**src/rtl/tomasulo_pkg.sv**
```systemverilog
// ---------------------------------------------------------------------------
// tomasulo_pkg
//   Shared definitions for the back-end result-broadcast cluster.
//   - TAG_W / DATA_W   : default ROB/RS tag and result data widths
//   - REQ_*            : requester index assignment on the common data bus
//   - cdb_pkt_t        : one result as it travels from an execution unit to
//                        the CDB ({tag, data})
//   - rr_index/rr_next : round-robin index helpers used by the arbiter
// ---------------------------------------------------------------------------
package tomasulo_pkg;

    localparam int TAG_W  = 6;
    localparam int DATA_W = 32;

    // Requester slots on the CDB arbiter
    localparam int REQ_ALU = 0;
    localparam int REQ_MUL = 1;
    localparam int REQ_DIV = 2;
    localparam int REQ_AGU = 3;

    typedef struct packed {
        logic [TAG_W-1:0]  tag;
        logic [DATA_W-1:0] data;
    } cdb_pkt_t;

    // Index visited at step 'offs' of a circular search that starts at 'base'.
    function automatic int rr_index(input int base, input int offs, input int n);
        return (base + offs) % n;
    endfunction

    // Pointer value after 'winner' has been granted; wraps n-1 -> 0.
    function automatic int rr_next(input int winner, input int n);
        return (winner == n - 1) ? 0 : winner + 1;
    endfunction

endpackage

```
**src/rtl/cdb_req_fifo.sv**
```systemverilog
// ---------------------------------------------------------------------------
// cdb_req_fifo
//   Small synchronous FIFO holding results of one requester until the CDB
//   arbiter grants it. Storage is a register array so the head entry is
//   readable in the same cycle the arbiter makes its decision.
//
//   Ports
//     clk       : clock, all state on rising edge
//     rst       : synchronous active-low reset (empties the FIFO)
//     flush     : synchronous discard of all entries; wins over push/pop
//     push      : write push_pkt (ignored when full)
//     push_pkt  : entry to write
//     pop       : drop head entry (ignored when empty)
//     head_pkt  : oldest entry (valid when !empty)
//     full      : count == DEPTH
//     empty     : count == 0
//     count     : number of stored entries, 0..DEPTH
// ---------------------------------------------------------------------------
module cdb_req_fifo #(
    parameter type pkt_t = tomasulo_pkg::cdb_pkt_t,
    parameter int  DEPTH = 2
) (
    input  logic                   clk,
    input  logic                   rst,
    input  logic                   flush,
    input  logic                   push,
    input  pkt_t                   push_pkt,
    input  logic                   pop,
    output pkt_t                   head_pkt,
    output logic                   full,
    output logic                   empty,
    output logic [$clog2(DEPTH):0] count
);

    localparam int PTR_W = $clog2(DEPTH);
    localparam int CNT_W = PTR_W + 1;

    pkt_t             mem_reg [DEPTH];
    logic [PTR_W-1:0] wr_ptr_reg;
    logic [PTR_W-1:0] rd_ptr_reg;
    logic [CNT_W-1:0] count_reg;

    logic do_push;
    logic do_pop;

    assign full     = (count_reg == CNT_W'(DEPTH));
    assign empty    = (count_reg == '0);
    assign count    = count_reg;
    assign head_pkt = mem_reg[rd_ptr_reg];

    assign do_push = push && !full;
    assign do_pop  = pop && !empty;

    // Pointers are power-of-two wide, so they wrap without explicit compare.
    always_ff @(posedge clk) begin
        if (!rst || flush) begin
            wr_ptr_reg <= '0;
            rd_ptr_reg <= '0;
            count_reg  <= '0;
        end else begin
            if (do_push) begin
                wr_ptr_reg <= wr_ptr_reg + 1'b1;
            end
            if (do_pop) begin
                rd_ptr_reg <= rd_ptr_reg + 1'b1;
            end
            case ({do_push, do_pop})
                2'b10:   count_reg <= count_reg + 1'b1;
                2'b01:   count_reg <= count_reg - 1'b1;
                default: count_reg <= count_reg;
            endcase
        end
    end

    // Storage needs no reset: empty/count gate every use of the contents.
    always_ff @(posedge clk) begin
        if (rst && !flush && do_push) begin
            mem_reg[wr_ptr_reg] <= push_pkt;
        end
    end

endmodule

```
**src/rtl/tomasulo_cdb_arbiter.sv**
```systemverilog
// ---------------------------------------------------------------------------
// tomasulo_cdb_arbiter
//   Schedules functional-unit results onto the single common data bus.
//   Every requester owns a private cdb_req_fifo fed through valid/ready.
//   A round-robin arbiter picks one non-empty FIFO per cycle, pops its head
//   and registers it onto the CDB broadcast outputs.
//
//   Ports
//     clk        : clock, all state on rising edge
//     rst        : synchronous active-low reset
//     flush      : discard every pending result (mispredict/abort)
//     req_valid  : [N_REQ]        requester i offers a result
//     req_ready  : [N_REQ]        requester i FIFO can accept (registered count only)
//     req_tag    : [N_REQ*TAG_W]  tag of requester i at [i*TAG_W +: TAG_W]
//     req_data   : [N_REQ*DATA_W] data of requester i at [i*DATA_W +: DATA_W]
//     cdb_valid  : broadcast valid this cycle
//     cdb_tag    : broadcast tag   (holds last value while invalid)
//     cdb_data   : broadcast data  (holds last value while invalid)
//     cdb_src    : winning requester index (holds last value while invalid)
//     busy       : any FIFO non-empty or broadcast in progress
// ---------------------------------------------------------------------------
module tomasulo_cdb_arbiter #(
    parameter int N_REQ      = 4,
    parameter int TAG_W      = tomasulo_pkg::TAG_W,
    parameter int DATA_W     = tomasulo_pkg::DATA_W,
    parameter int FIFO_DEPTH = 2
) (
    input  logic                       clk,
    input  logic                       rst,
    input  logic                       flush,
    input  logic [N_REQ-1:0]           req_valid,
    output logic [N_REQ-1:0]           req_ready,
    input  logic [N_REQ*TAG_W-1:0]     req_tag,
    input  logic [N_REQ*DATA_W-1:0]    req_data,
    output logic                       cdb_valid,
    output logic [TAG_W-1:0]           cdb_tag,
    output logic [DATA_W-1:0]          cdb_data,
    output logic [$clog2(N_REQ)-1:0]   cdb_src,
    output logic                       busy
);

    import tomasulo_pkg::*;

    localparam int IDX_W = $clog2(N_REQ);
    localparam int CNT_W = $clog2(FIFO_DEPTH) + 1;

    // Same layout as cdb_pkt_t, but following this instance's widths.
    typedef struct packed {
        logic [TAG_W-1:0]  tag;
        logic [DATA_W-1:0] data;
    } bus_pkt_t;

    logic [N_REQ-1:0] fifo_push;
    logic [N_REQ-1:0] fifo_pop;
    logic [N_REQ-1:0] fifo_full;
    logic [N_REQ-1:0] fifo_empty;
    logic [N_REQ-1:0] fifo_nonempty;
    logic [CNT_W-1:0] fifo_count [N_REQ];
    bus_pkt_t         head_pkt   [N_REQ];

    logic             grant_valid;
    logic [IDX_W-1:0] grant_idx;
    bus_pkt_t         grant_pkt;

    logic [IDX_W-1:0]  rr_ptr_reg;
    logic              cdb_valid_reg;
    logic [TAG_W-1:0]  cdb_tag_reg;
    logic [DATA_W-1:0] cdb_data_reg;
    logic [IDX_W-1:0]  cdb_src_reg;

    // -----------------------------------------------------------------------
    // Per-requester FIFOs
    // -----------------------------------------------------------------------
    genvar gi;
    generate
        for (gi = 0; gi < N_REQ; gi++) begin : g_req
            bus_pkt_t push_pkt;

            assign push_pkt.tag  = req_tag[gi*TAG_W +: TAG_W];
            assign push_pkt.data = req_data[gi*DATA_W +: DATA_W];

            // Ready looks only at the registered fill level, never at this
            // cycle's grant, so there is no combinational valid->ready path.
            assign req_ready[gi] = !fifo_full[gi] && rst && !flush;
            assign fifo_push[gi] = req_valid[gi] && req_ready[gi];
            assign fifo_pop[gi]  = grant_valid && (grant_idx == IDX_W'(gi)) && !flush;
            assign fifo_nonempty[gi] = (fifo_count[gi] != '0);

            cdb_req_fifo #(
                .pkt_t (bus_pkt_t),
                .DEPTH (FIFO_DEPTH)
            ) u_fifo (
                .clk      (clk),
                .rst      (rst),
                .flush    (flush),
                .push     (fifo_push[gi]),
                .push_pkt (push_pkt),
                .pop      (fifo_pop[gi]),
                .head_pkt (head_pkt[gi]),
                .full     (fifo_full[gi]),
                .empty    (fifo_empty[gi]),
                .count    (fifo_count[gi])
            );
        end
    endgenerate

    // -----------------------------------------------------------------------
    // Round-robin search: start at rr_ptr_reg, first non-empty FIFO wins.
    // -----------------------------------------------------------------------
    always_comb begin
        grant_valid = 1'b0;
        grant_idx   = '0;
        for (int k = 0; k < N_REQ; k++) begin
            if (!grant_valid && !fifo_empty[rr_index(int'(rr_ptr_reg), k, N_REQ)]) begin
                grant_valid = 1'b1;
                grant_idx   = IDX_W'(rr_index(int'(rr_ptr_reg), k, N_REQ));
            end
        end
    end

    assign grant_pkt = head_pkt[grant_idx];

    // -----------------------------------------------------------------------
    // Pointer and registered CDB broadcast. Flush only kills the valid and
    // rewinds the pointer; a broadcast already on the bus this cycle is left
    // alone because it was registered before the flush arrived.
    // -----------------------------------------------------------------------
    always_ff @(posedge clk) begin
        if (!rst) begin
            rr_ptr_reg    <= '0;
            cdb_valid_reg <= 1'b0;
            cdb_tag_reg   <= '0;
            cdb_data_reg  <= '0;
            cdb_src_reg   <= '0;
        end else if (flush) begin
            rr_ptr_reg    <= '0;
            cdb_valid_reg <= 1'b0;
        end else if (grant_valid) begin
            rr_ptr_reg    <= IDX_W'(rr_next(int'(grant_idx), N_REQ));
            cdb_valid_reg <= 1'b1;
            cdb_tag_reg   <= grant_pkt.tag;
            cdb_data_reg  <= grant_pkt.data;
            cdb_src_reg   <= grant_idx;
        end else begin
            cdb_valid_reg <= 1'b0;
        end
    end

    assign cdb_valid = cdb_valid_reg;
    assign cdb_tag   = cdb_tag_reg;
    assign cdb_data  = cdb_data_reg;
    assign cdb_src   = cdb_src_reg;
    assign busy      = (|fifo_nonempty) || cdb_valid_reg;

endmodule

```
**config.mk**
```make
export PLATFORM = sky130hd
export DESIGN_NAME = tomasulo_cdb_arbiter
export DESIGN_NICKNAME = d
export VERILOG_FILES = /design/src/rtl/tomasulo_pkg.sv /design/src/rtl/cdb_req_fifo.sv /design/src/rtl/tomasulo_cdb_arbiter.sv
export SDC_FILE = /design/constraint.sdc
export NUM_CORES = 1
export LEC_CHECK = 0
export CORE_ASPECT_RATIO = 0.6
export CORE_UTILIZATION = 40
export DETAILED_ROUTE_END_ITERATION = 6
export DONT_BUFFER_PORTS = 1
export HOLD_SLACK_MARGIN = 0.05
export SYNTH_ARGS = -nofsm -noshare
export SYNTH_HDL_FRONTEND = slang
export SYNTH_SLANG_ARGS = --single-unit
```
**constraint.sdc**
```tcl
create_clock -name clk -period 4.2 [get_ports clk]
set_input_delay 1.26 -clock clk [delete_from_list [all_inputs] [get_ports clk]]
set_output_delay 1.26 -clock clk [all_outputs]
set_load 0.02 [all_outputs]
```
==> impl_metrics.json, run 1 <==
{
  "outcome": "finished, final reports clean",
  "drt_iter0_drc": 514,
  "drc": 0,
  "synth_cell_type_count": 45,
  "first_global_vias": 6947,
  "path_depth": 2,
  "synth_area_per_cell_sq_um": 17.00,
  "postCtsSetupBuffers": 0,
  "worstPathMaxFanout": 13,
  "fillCellCount": 2977,
  "max_stage_delay_ps": 600,
  "syn_area_sq_um": 14290,
  "drv_cap": 0,
  "die_width_microns": 246.1,
  "dp_cells": 1278,
  "io_buffers": 0,
  "place.gp.congestion": 0.8703,
  "antenna_found_initial": 4,
  "reg2reg_slack_ps": 1200,
  "drtPass1Iterations": 7,
  "ir_worst_vdd_mv": 0.2631,
  "maxSlewHeadroom_pct": 33.84,
  "drive_gt1_share_pct": 20.07,
  "via_count": 7064,
  "numCtsBuffers": 36,
  "yosys_most_used_dff": "edfxtp_1",
  "path_class": "in -> out",
  "cts.repair.resized": 0,
  "setup_viol": 0,
  "synth_seq_cells": 367,
  "regArea_sq_um": 10400,
  "syn_inst": 841,
  "power_density_nw_per_um2": 469.5,
  "rsz0062_at_grt": "false",
  "p_total_mw": 7.533,
  "cts_hold_buf": 0,
  "synthTopCellsByArea": "edfxtp_1, mux2i_1, dfxtp_1, mux2_2, a221oi_1",
  "cp-end-kind": "output pin",
  "hold_viol_final": 0,
  "cts_max_level": 2,
  "path_buf_inv": 0,
  "grt_max_degree": 80,
  "hp-class": "reg -> reg",
  "timing.final.crit_share_pct": 83.74,
  "synth-async-reset-ratio_pct": 0,
  "crit_chain": "nand2b_1 -> a21oi_1",
  "leakagePower_nw": 4.855,
  "viasPerCell": 5.233,
  "design.die.area_sq_um": 36520,
  "core_area_sq_um": 35080,
  "yosys.area.top_type_share_pct": 63.86,
  "die_height_microns": 148.4,
  "rr_worst_depth": 9,
  "fmax_mhz": 284.3,
  "start_kind": "input port",
  "clkLatencyLatePin_ps": 530,
  "avgRoutedWirePerCell_microns": 24.85,
  "hold_slack_ps": 461.2,
  "grtUsageTotal_pct": 18.08,
  "worst_slew_pin_slew_ps": 992.4,
  "rows": 53,
  "skew_ps": 23.78,
  "min_path_cells": 2,
  "clkTransAtPathRegs_ps": 60,
  "dp_hpwl_mm": 22.80,
  "seq_area_frac_synth_pct": 72.68,
  "cts_root_buf": "clkbuf_16",
  "io_pins": 205,
  "ys.warnings.count": 0,
  "cts_tree": "done",
  "largest_register_ffs": 304,
  "final_util_pct": 45.74,
  "layout.cells.non_filler": 1350,
  "multi_input_area_sq_um": 3677,
  "required_ps": 2940,
  "initial_utilization_pct": 40.75,
  "clkSinkCount": 367,
  "grt-ovfl-total": 0,
  "cp_top_family": "compound AO/OA/AOI/OAI gates",
  "drv_slew": 0,
  "yosys.area.top_type": "edfxtp_1",
  "arrival_ps": 2260,
  "syn2layout_area_growth_pct": 12.25,
  "period_needed_ps": 3517,
  "routed_wl_mm": 33.55,
  "place_area_sq_um": 14900,
  "ant_nets": 0,
  "synth_edf_count": 304,
  "grt_pass1_wl_mm": 47.16,
  "synth_fp_nets": 1005,
  "design_area_sq_um": 16050,
  "cts_buffer_depth": 3,
  "slowest_stage": "a21oi_1",
  "nets": 1013
}
metrics by stage:
| stage | TNS [ps] | setup slack, ps |
|---|---|---|
| detailed placement | 0 | 528.5 |
| global route | 0 | 601.5 |
| global placement | 0 | 548.1 |
| finish | 0 | 682.7 |
| floorplan | -3624 | -12.12 |
| CTS | 0 | 690.0 |
cell usage after synthesis (all sizes together) (2+ instances only):
| library cell | number |
|---|---|
| o21bai | 2 |
| xnor2 | 9 |
| mux2 | 76 |
| o2111ai | 2 |
| xor2 | 4 |
| edfxtp | 304 |
| nor2 | 28 |
| buf | 25 |
| or3 | 7 |
| a221oi | 36 |
| and2 | 3 |
| nand2b | 2 |
| or2 | 3 |
| ha | 5 |
| nand2 | 7 |
| o21ai | 44 |
| dfxtp | 63 |
| nand3 | 5 |
| a31oi | 2 |
| a21oi | 17 |
| clkbuf | 21 |
| o211ai | 4 |
| inv | 11 |
| nor4 | 2 |
| mux2i | 149 |
path summary, 6_finish.rpt:
path | startpoint | endpoint
max | flush | req_ready[3]
min | rr_ptr_reg[0] | rr_ptr_reg[0]
max reg2reg | g_req[1].u_fifo.count[0] | g_req[3].u_fifo.count[1]
min reg2reg | rr_ptr_reg[0] | rr_ptr_reg[0]
logic make-up after synthesis:
family          synth area share (%)
mux                            16.42
simple gates                   2.241
buf+inv                        2.092
compound gates                 5.330
flops                          72.68
fa+ha+maj                     0.4376
xor+xnor                      0.7965
per-layer routing:
metal  up-vias  wire (microns)  global-route usage [%]
met5         -              13                       0
met2       218           14020                   25.25
li1       3302               -                       -
met3        39            3597                   8.120
met4         2             478                   3.882
met1      3503           15440                   25.67
power by group:
group	switching (mW)	leakage, nW	internal, mW
Sequential	0.0803	3.28	4.03
Clock	1.34	0.567	1.76
Combinational	0.198	1.01	0.126
tightest hold or removal path: cells and delay by family (launching register included):
family           cells  cell delay, ps
flip-flops           1             310
AND/OR/NAND/NOR      1              50
AO/OA/AOI/OAI        1              50
cell usage in the layout (no fill, tap or decap), types with 7 or more instances in the layout:
| cell type | count |
|---|---|
| a21oi_1 | 16 |
| a221oi_1 | 34 |
| buf_4 | 10 |
| clkbuf_1 | 7 |
| clkbuf_16 | 37 |
| clkinv_2 | 10 |
| dfxtp_1 | 59 |
| edfxtp_1 | 304 |
| inv_1 | 9 |
| mux2_2 | 76 |
| mux2i_1 | 149 |
| nand2_1 | 7 |
| nor2_1 | 18 |
| nor2_4 | 10 |
| o21ai_0 | 44 |
| or3_1 | 7 |
| xnor2_1 | 9 |
layout make-up:
| cell class | instances | area share, % |
|---|---|---|
| Tap cell | 467 | 3.642 |
| Sequential cell | 367 | 64.78 |
| Antenna cell | 6 | 0.09357 |
| Clock buffer | 48 | 6.277 |
| Inverter | 11 | 0.2885 |
| Clock inverter | 18 | 0.7798 |
| Timing Repair Buffer | 16 | 1.216 |
| Multi-Input combinational cell | 417 | 22.92 |
(Power assumes the default switching activity.)
==> run 2: changes to the inputs <==
==> constraint.sdc (replaced) <==
create_clock -name clk -period 3.54 [get_ports clk]
set_input_delay 1.062 -clock clk [delete_from_list [all_inputs] [get_ports clk]]
set_output_delay 1.062 -clock clk [all_outputs]
set_load 0.02 [all_outputs]
==> impl_metrics.json, run 2 (same netlist as run 1, synthesis figures left out) <==
{
  "largest_register_ffs": 304,
  "cts_buffer_depth": 3,
  "antenna_found_initial": 0,
  "die_width_microns": 246.1,
  "hold_slack_ps": 469.2,
  "clkTransAtPathRegs_ps": 70,
  "reg2reg_slack_ps": 670,
  "final_util_pct": 45.75,
  "grt_max_degree": 80,
  "grt_pass1_wl_mm": 46.55,
  "period_needed_ps": 3176,
  "first_global_vias": 6720,
  "start_kind": "flop",
  "via_count": 7040,
  "cts_tree": "done",
  "cts_hold_buf": 0,
  "drt_iter0_drc": 439,
  "drtPass1Iterations": 5,
  "hp-class": "reg -> reg",
  "clkLatencyLatePin_ps": 520,
  "drv_cap": 0,
  "grtUsageTotal_pct": 17.80,
  "outcome": "finished, final reports clean",
  "viasPerCell": 5.230,
  "die_height_microns": 148.4,
  "timing.rr.start": "g_req[1].u_fifo.count[0]",
  "rr_worst_depth": 9,
  "numCtsBuffers": 36,
  "design_area_sq_um": 16050,
  "antenna_cells": 0,
  "place_area_sq_um": 14950,
  "fmax_mhz": 314.8,
  "drv_slew": 0,
  "place.gp.congestion": 0.8917,
  "required_ps": 2480,
  "drc": 0,
  "io_buffers": 0,
  "clkSinkCount": 367,
  "grt-ovfl-total": 0,
  "avgRoutedWirePerCell_microns": 24.30,
  "ant_nets": 0,
  "cts_root_buf": "clkbuf_16",
  "io_pins": 205,
  "rows": 53,
  "leakagePower_nw": 4.851,
  "postCtsSetupBuffers": 0,
  "holdCritStartpoint": "rr_ptr_reg[0]",
  "layout_common_cells": "edfxtp_1, mux2i_1, mux2_2",
  "arrival_ps": 2110,
  "maxSlewHeadroom_pct": 41.05,
  "dp_cells": 1280,
  "path_class": "reg -> out",
  "rsz0062_at_grt": "false",
  "power_density_nw_per_um2": 551.0,
  "worstPathMaxFanout": 6,
  "initial_utilization_pct": 40.75,
  "cp-end-kind": "output pin",
  "startpoint": "g_req[0].u_fifo.count[1]",
  "core_area_sq_um": 35080,
  "crit_path_end": "busy",
  "multi_input_area_sq_um": 3677,
  "syn2layout_area_growth_pct": 12.28,
  "hold_viol_final": 0,
  "ir_worst_vdd_mv": 0.2620,
  "layout.cells.non_filler": 1346,
  "skew_ps": 27.75,
  "nets": 1015,
  "layout_commonest_cell": "edfxtp_1",
  "timing.final.crit_share_pct": 89.73,
  "setup_viol": 0,
  "setup_tns_ps": 0,
  "worst_slew_pin_slew_ps": 882.1,
  "routed_wl_mm": 32.70,
  "dp_hpwl_mm": 22.08,
  "cts.repair.resized": 0,
  "regArea_sq_um": 10400,
  "drive_gt1_share_pct": 19.34,
  "fillCellCount": 2974,
  "cts_max_level": 2,
  "design.die.area_sq_um": 36520,
  "reg2reg_to": "g_req[3].u_fifo.count[1]"
}
run 2: final cells by class:
class / count / share of cell area [%]
inverter: 11 / 0.2884
timing repair buffer: 18 / 1.544
multi-input combinational: 417 / 22.91
clock inverter: 19 / 0.7250
tap: 467 / 3.640
sequential: 367 / 64.76
clock buffer: 47 / 6.127
run 2: power breakdown:
part	switching, mW	internal [mW]
Sequential	0.0923	4.78
Combinational	0.238	0.152
Clock	1.55	2.04
run 2: critical path, cell delays in order (launching register included):
cell,delay (ps)
dfxtp_1,370
nor4_1,660
and2_1,360
nand2b_1,200
run 2: per-stage QoR:
stage	setup WS (ps)	power, mW
floorplan	-474.1	5.215
global placement	487.5	5.350
detailed placement	436.0	5.355
CTS	366.3	8.946
global route	196.4	9.161
finish	363.6	8.844
run 2: layer usage:
| metal | share of wire [%] | routed length (microns) | GRT usage, % |
|---|---|---|---|
| met1 | 48 | 15720 | 26.89 |
| met2 | 41 | 13380 | 23.76 |
| met3 | 9.8 | 3200 | 7.073 |
| met4 | 1.2 | 400 | 3.634 |
| met5 | 0 | 0 | 0 |
run 2: how the worst min path moves through the flow:
stage | slack (ps) | cells after the start | end
2_1_floorplan | 440 | 2 | rr_ptr_reg[0]
3_3_place_gp | 450 | 2 | rr_ptr_reg[0]
3_5_place_dp | 460 | 2 | rr_ptr_reg[0]
4_1_cts | 470 | 2 | rr_ptr_reg[0]
5_1_grt | 520 | 2 | rr_ptr_reg[0]
6_report | 470 | 2 | rr_ptr_reg[0]
==> run 3: changes to the inputs <==
--- a/config.mk
+++ b/config.mk
@@ -6,6 +6,7 @@
 export NUM_CORES = 1
 export LEC_CHECK = 0
 export CORE_ASPECT_RATIO = 0.6
+export CORE_MARGIN = 2
 export CORE_UTILIZATION = 40
 export DETAILED_ROUTE_END_ITERATION = 6
 export DONT_BUFFER_PORTS = 1
==> impl_metrics.json, run 3 (same netlist as run 1, synthesis figures left out) <==
{
  "outcome": "finished, final reports clean",
  "layout_commonest_cell": "edfxtp_1",
  "fmax_mhz": 330.4,
  "cp-end-kind": "output pin",
  "fillCellCount": 2951,
  "power_density_nw_per_um2": 551.2,
  "layout_common_cells": "edfxtp_1, mux2i_1, mux2_2",
  "place.gp.congestion": 0.8713,
  "numCtsBuffers": 37,
  "initial_utilization_pct": 40.75,
  "grtUsageTotal_pct": 17.96,
  "min_path_cells": 2,
  "drt_iter0_drc": 537,
  "required_ps": 2480,
  "ir_worst_vdd_mv": 0.2583,
  "worst_slew_pin_slew_ps": 870.7,
  "via_count": 7189,
  "core_area_sq_um": 35080,
  "period_needed_ps": 3027,
  "die_height_microns": 150.4,
  "p_total_mw": 8.850,
  "maxSlewHeadroom_pct": 41.81,
  "cts_max_level": 2,
  "avgRoutedWirePerCell_microns": 24.77,
  "ant_nets": 0,
  "final_util_pct": 45.77,
  "max_stage_delay_ps": 520,
  "dp_hpwl_mm": 22.84,
  "drive_gt1_share_pct": 19.23,
  "rr_worst_depth": 9,
  "regArea_sq_um": 10400,
  "hold_viol_final": 0,
  "skew_ps": 9.089,
  "syn2layout_area_growth_pct": 12.32,
  "die_width_microns": 248.1,
  "drc": 0,
  "clkTransAtPathRegs_ps": 60,
  "drtPass1Iterations": 6,
  "multi_input_area_sq_um": 3670,
  "hp-class": "reg -> reg",
  "crit_chain": "nor4_1 -> and2_1 -> nand2b_1",
  "grt_max_degree": 80,
  "drv_slew": 0,
  "io_buffers": 0,
  "nets": 1017,
  "cts_buffer_depth": 3,
  "drv_cap": 0,
  "start_kind": "flop",
  "path_class": "reg -> out",
  "antenna_found_initial": 5,
  "slowest_stage": "nor4_1",
  "cts_tree": "done",
  "arrival_ps": 1960,
  "design.die.area_sq_um": 37310,
  "leakagePower_nw": 4.835,
  "setup_tns_ps": 0,
  "rows": 53,
  "grt-ovfl-total": 0,
  "worstPathMaxFanout": 7,
  "grt_pass1_wl_mm": 47.71,
  "clkLatencyLatePin_ps": 520,
  "cts_root_buf": "clkbuf_16",
  "hold_slack_ps": 462.6,
  "routed_wl_mm": 33.48,
  "setup_viol": 0,
  "largest_register_ffs": 304,
  "io_pins": 205,
  "cts.repair.resized": 0,
  "timing.final.crit_share_pct": 85.50,
  "rsz0062_at_grt": "false",
  "first_global_vias": 6945,
  "clkSinkCount": 367,
  "cts_hold_buf": 0,
  "viasPerCell": 5.317,
  "postCtsSetupBuffers": 0
}
[run 3: changes by cell type in the layout (fill, tap and decap cells not counted), sizes merged]
cell,change
buf,+1
clkinvlp,+2
inv,-2
clkbuf,+6
diode,+6
clkinv,-7
[run 3: worst paths after layout]
path                            start                  endpoint  slack (ps)
max          g_req[2].u_fifo.count[1]                      busy         510
min                     rr_ptr_reg[0]             rr_ptr_reg[0]         460
max reg2reg  g_req[1].u_fifo.count[0]  g_req[3].u_fifo.count[1]         640
min reg2reg             rr_ptr_reg[0]             rr_ptr_reg[0]         460
[run 3: power breakdown]
group          internal (mW)  leakage, nW  switching (mW)
registers               4.78         3.28          0.0947
logic                  0.151         1.04           0.235
clock network           2.03        0.524            1.56
[run 3: worst max-delay path, delay by kind of cell (launching register included)]
kind | cells | cell delay [ps]
and+or+nand+nor | 3 | 1070
DFF | 1 | 380
[run 3: routing by layer]
| layer | track usage (%) | wire length, microns | vias up |
|---|---|---|---|
| met5 | 0 | 17 | - |
| met4 | 4.341 | 697 | 2 |
| met1 | 25.74 | 15400 | 3580 |
| met3 | 8.431 | 3705 | 49 |
| met2 | 24.39 | 13660 | 231 |
| li1 | - | - | 3327 |
[run 3: through the flow]
stage                     std cells  instance area (sq um)  worst slack, ps
after floorplan                 841                  14300           -474.1
after global routing           1348                  16050            374.5
after detailed placement       1281                  14950            319.3
final                          1352                  16060            513.3
after CTS                      1346                  16040            530.7
after global placement         1281                  14950            347.7
[run 3: layout make-up]
class	instances	share of cell area, %
Antenna cell	6	0.09352
Clock buffer	53	6.203
Clock inverter	12	0.5845
Inverter	11	0.2883
Multi-Input combinational cell	417	22.86
Sequential cell	367	64.74
Tap cell	467	3.639
Timing Repair Buffer	19	1.590
==> edit: new RTL, flow settings as in run 3 <==
`DATA_W`: 32 -> 48.
--- a/src/rtl/tomasulo_pkg.sv
+++ b/src/rtl/tomasulo_pkg.sv
@@ -10,7 +10,7 @@
 package tomasulo_pkg;
 
     localparam int TAG_W  = 6;
-    localparam int DATA_W = 32;
+    localparam int DATA_W = 48;
 
     // Requester slots on the CDB arbiter
     localparam int REQ_ALU = 0;
Ports: changed (resized cdb_data and req_data); port bits go from 205 to 285. No check against the original RTL was run, so the function may have changed too.
==> edit against run 3 <==
Synthesized area up 40%; sequential cell count is 144 higher; final area increased by 40%; power increased by 39%; non-clock buffer count rose by 10; utilization fell by 0.36 points; routed wire length rose by 47%; worst setup slack lost 0.26 ns; critical path type unchanged.
==> edit: results (changes against run 3) <==
Seq/Total Area, Yosys=72.5% (-0.15 points); iteration count of the initial detailed-routing pass=5 (-1); met3 routed WL=4390 um (+18%); crit-path max cell delay=0.56 ns (+0.04 ns); status=complete, no violations; first-pass GRT wire length=69500 um (+46%); placement-stage cell area=20900 um^2 (+40%); detailed-route wire length=49200 um (+47%); number of flops mapped to enable cells by yosys=432 (+42%); layout cell share with drive strength beyond 1=23.2% (+3.9 points); worst r2r dst=g_req[3].u_fifo.count[1]$_SDFFE_PP0P_; Post-Synth Adder-Cell Area=0.312% (-0.13 points); Peak VDD IR=0.358 mV (+38%); worst skew pair latency=0.57 ns (+0.05 ns); Final Wtd Congestion=0.776 (-11%); largest net degree at the start of global routing=59 (-26%); Reg area=14600 um^2 (+40%); filler cell count=4176 (+42%); met3 Use GR=6.55% (-1.9 points); Worst setup startpoint=g_req[3].u_fifo.count[1]$_SDFFE_PP0P_; xor/xnor share of the synthesized area=0.567% (-0.23 points); clock distribution power=4.96 mW (+38%); Signal buffers=29 (+10); setup slack, reg-to-reg=0.59 ns (-0.05 ns); post-synthesis compound-gate area fraction=6.52% (+1.2 points); via-per-instance ratio=5.45 (+2.4%); clkbuf count=71 (+34%); # rows=63 (+19%); Place WS=0.624 ns (+0.304 ns); mux cell area share after synthesis=16.4% (-0.033 points); Signal buf overhead=1.42% (-0.17 points); multi-input gates=548 (+31%); synth cell count leaders=432 x edfxtp_1, 207 x mux2i_1, 108 x mux2_2, 79 x dfxtp_1, 60 x o21ai_0; final setup skew=0.0253 ns (+0.0162 ns); post-synthesis cell count=1140 (+36%); WHS Path Cells=2 (unchanged); footprint of the multi-input gates=5190 um^2 (+41%); WL met1=21700 um (+41%); synthesized flop and latch total=511 (+39%); DR iter-0 viols=748 (+39%); Post-DP HPWL=30000 um (+31%); final-layout clock-cell area share=6.66% (-0.13 points); critical path arrival=2.23 ns (+0.27 ns); Largest register FFs=432 (+42%); Synth cell types=40 (-11%); met2 WL=22300 um (+63%); M2 GR Usage=29.0% (+4.6 points); synth top area cells=edfxtp_1 65%, mux2i_1 10%, dfxtp_1 7.9%; Sw Ratio=21.5% (+0.19 points); Worst Tran Pin Value=1.16 ns (+0.287 ns); met1 Usage GRT=25.0% (-0.77 points); TritonCTS buffer count=48 (+30%); Lkg Pwr=6.92 nW (+43%); Final WS setup=0.253 ns (-0.261 ns)
## edit: changes by cell type in the layout (fill, tap and decap cells not counted), moves of 7 or more
cell	change
clkbuf_16	+13
dfxtp_1	+16
o21ai_0	+16
edfxtp_1	+128
a221oi_2	+47
mux2i_1	+58
nand3_1	+7
buf_4	+11
mux2_2	+32
a221oi_1	-34
## edit: worst min path at each step
stage | start | end | slack, ns
final | g_req[1].u_fifo.rd_ptr_reg$_SDFFE_PP0P_ | flip-flop | 0.49
after global routing | g_req[1].u_fifo.rd_ptr_reg$_SDFFE_PP0P_ | flip-flop | 0.51
after CTS | g_req[1].u_fifo.rd_ptr_reg$_SDFFE_PP0P_ | flip-flop | 0.48
after detailed placement | g_req[1].u_fifo.rd_ptr_reg$_SDFFE_PP0P_ | flip-flop | 0.47
after global placement | g_req[2].u_fifo.rd_ptr_reg$_SDFFE_PP0P_ | flip-flop | 0.48
after floorplan | g_req[1].u_fifo.rd_ptr_reg$_SDFFE_PP0P_ | flip-flop | 0.46
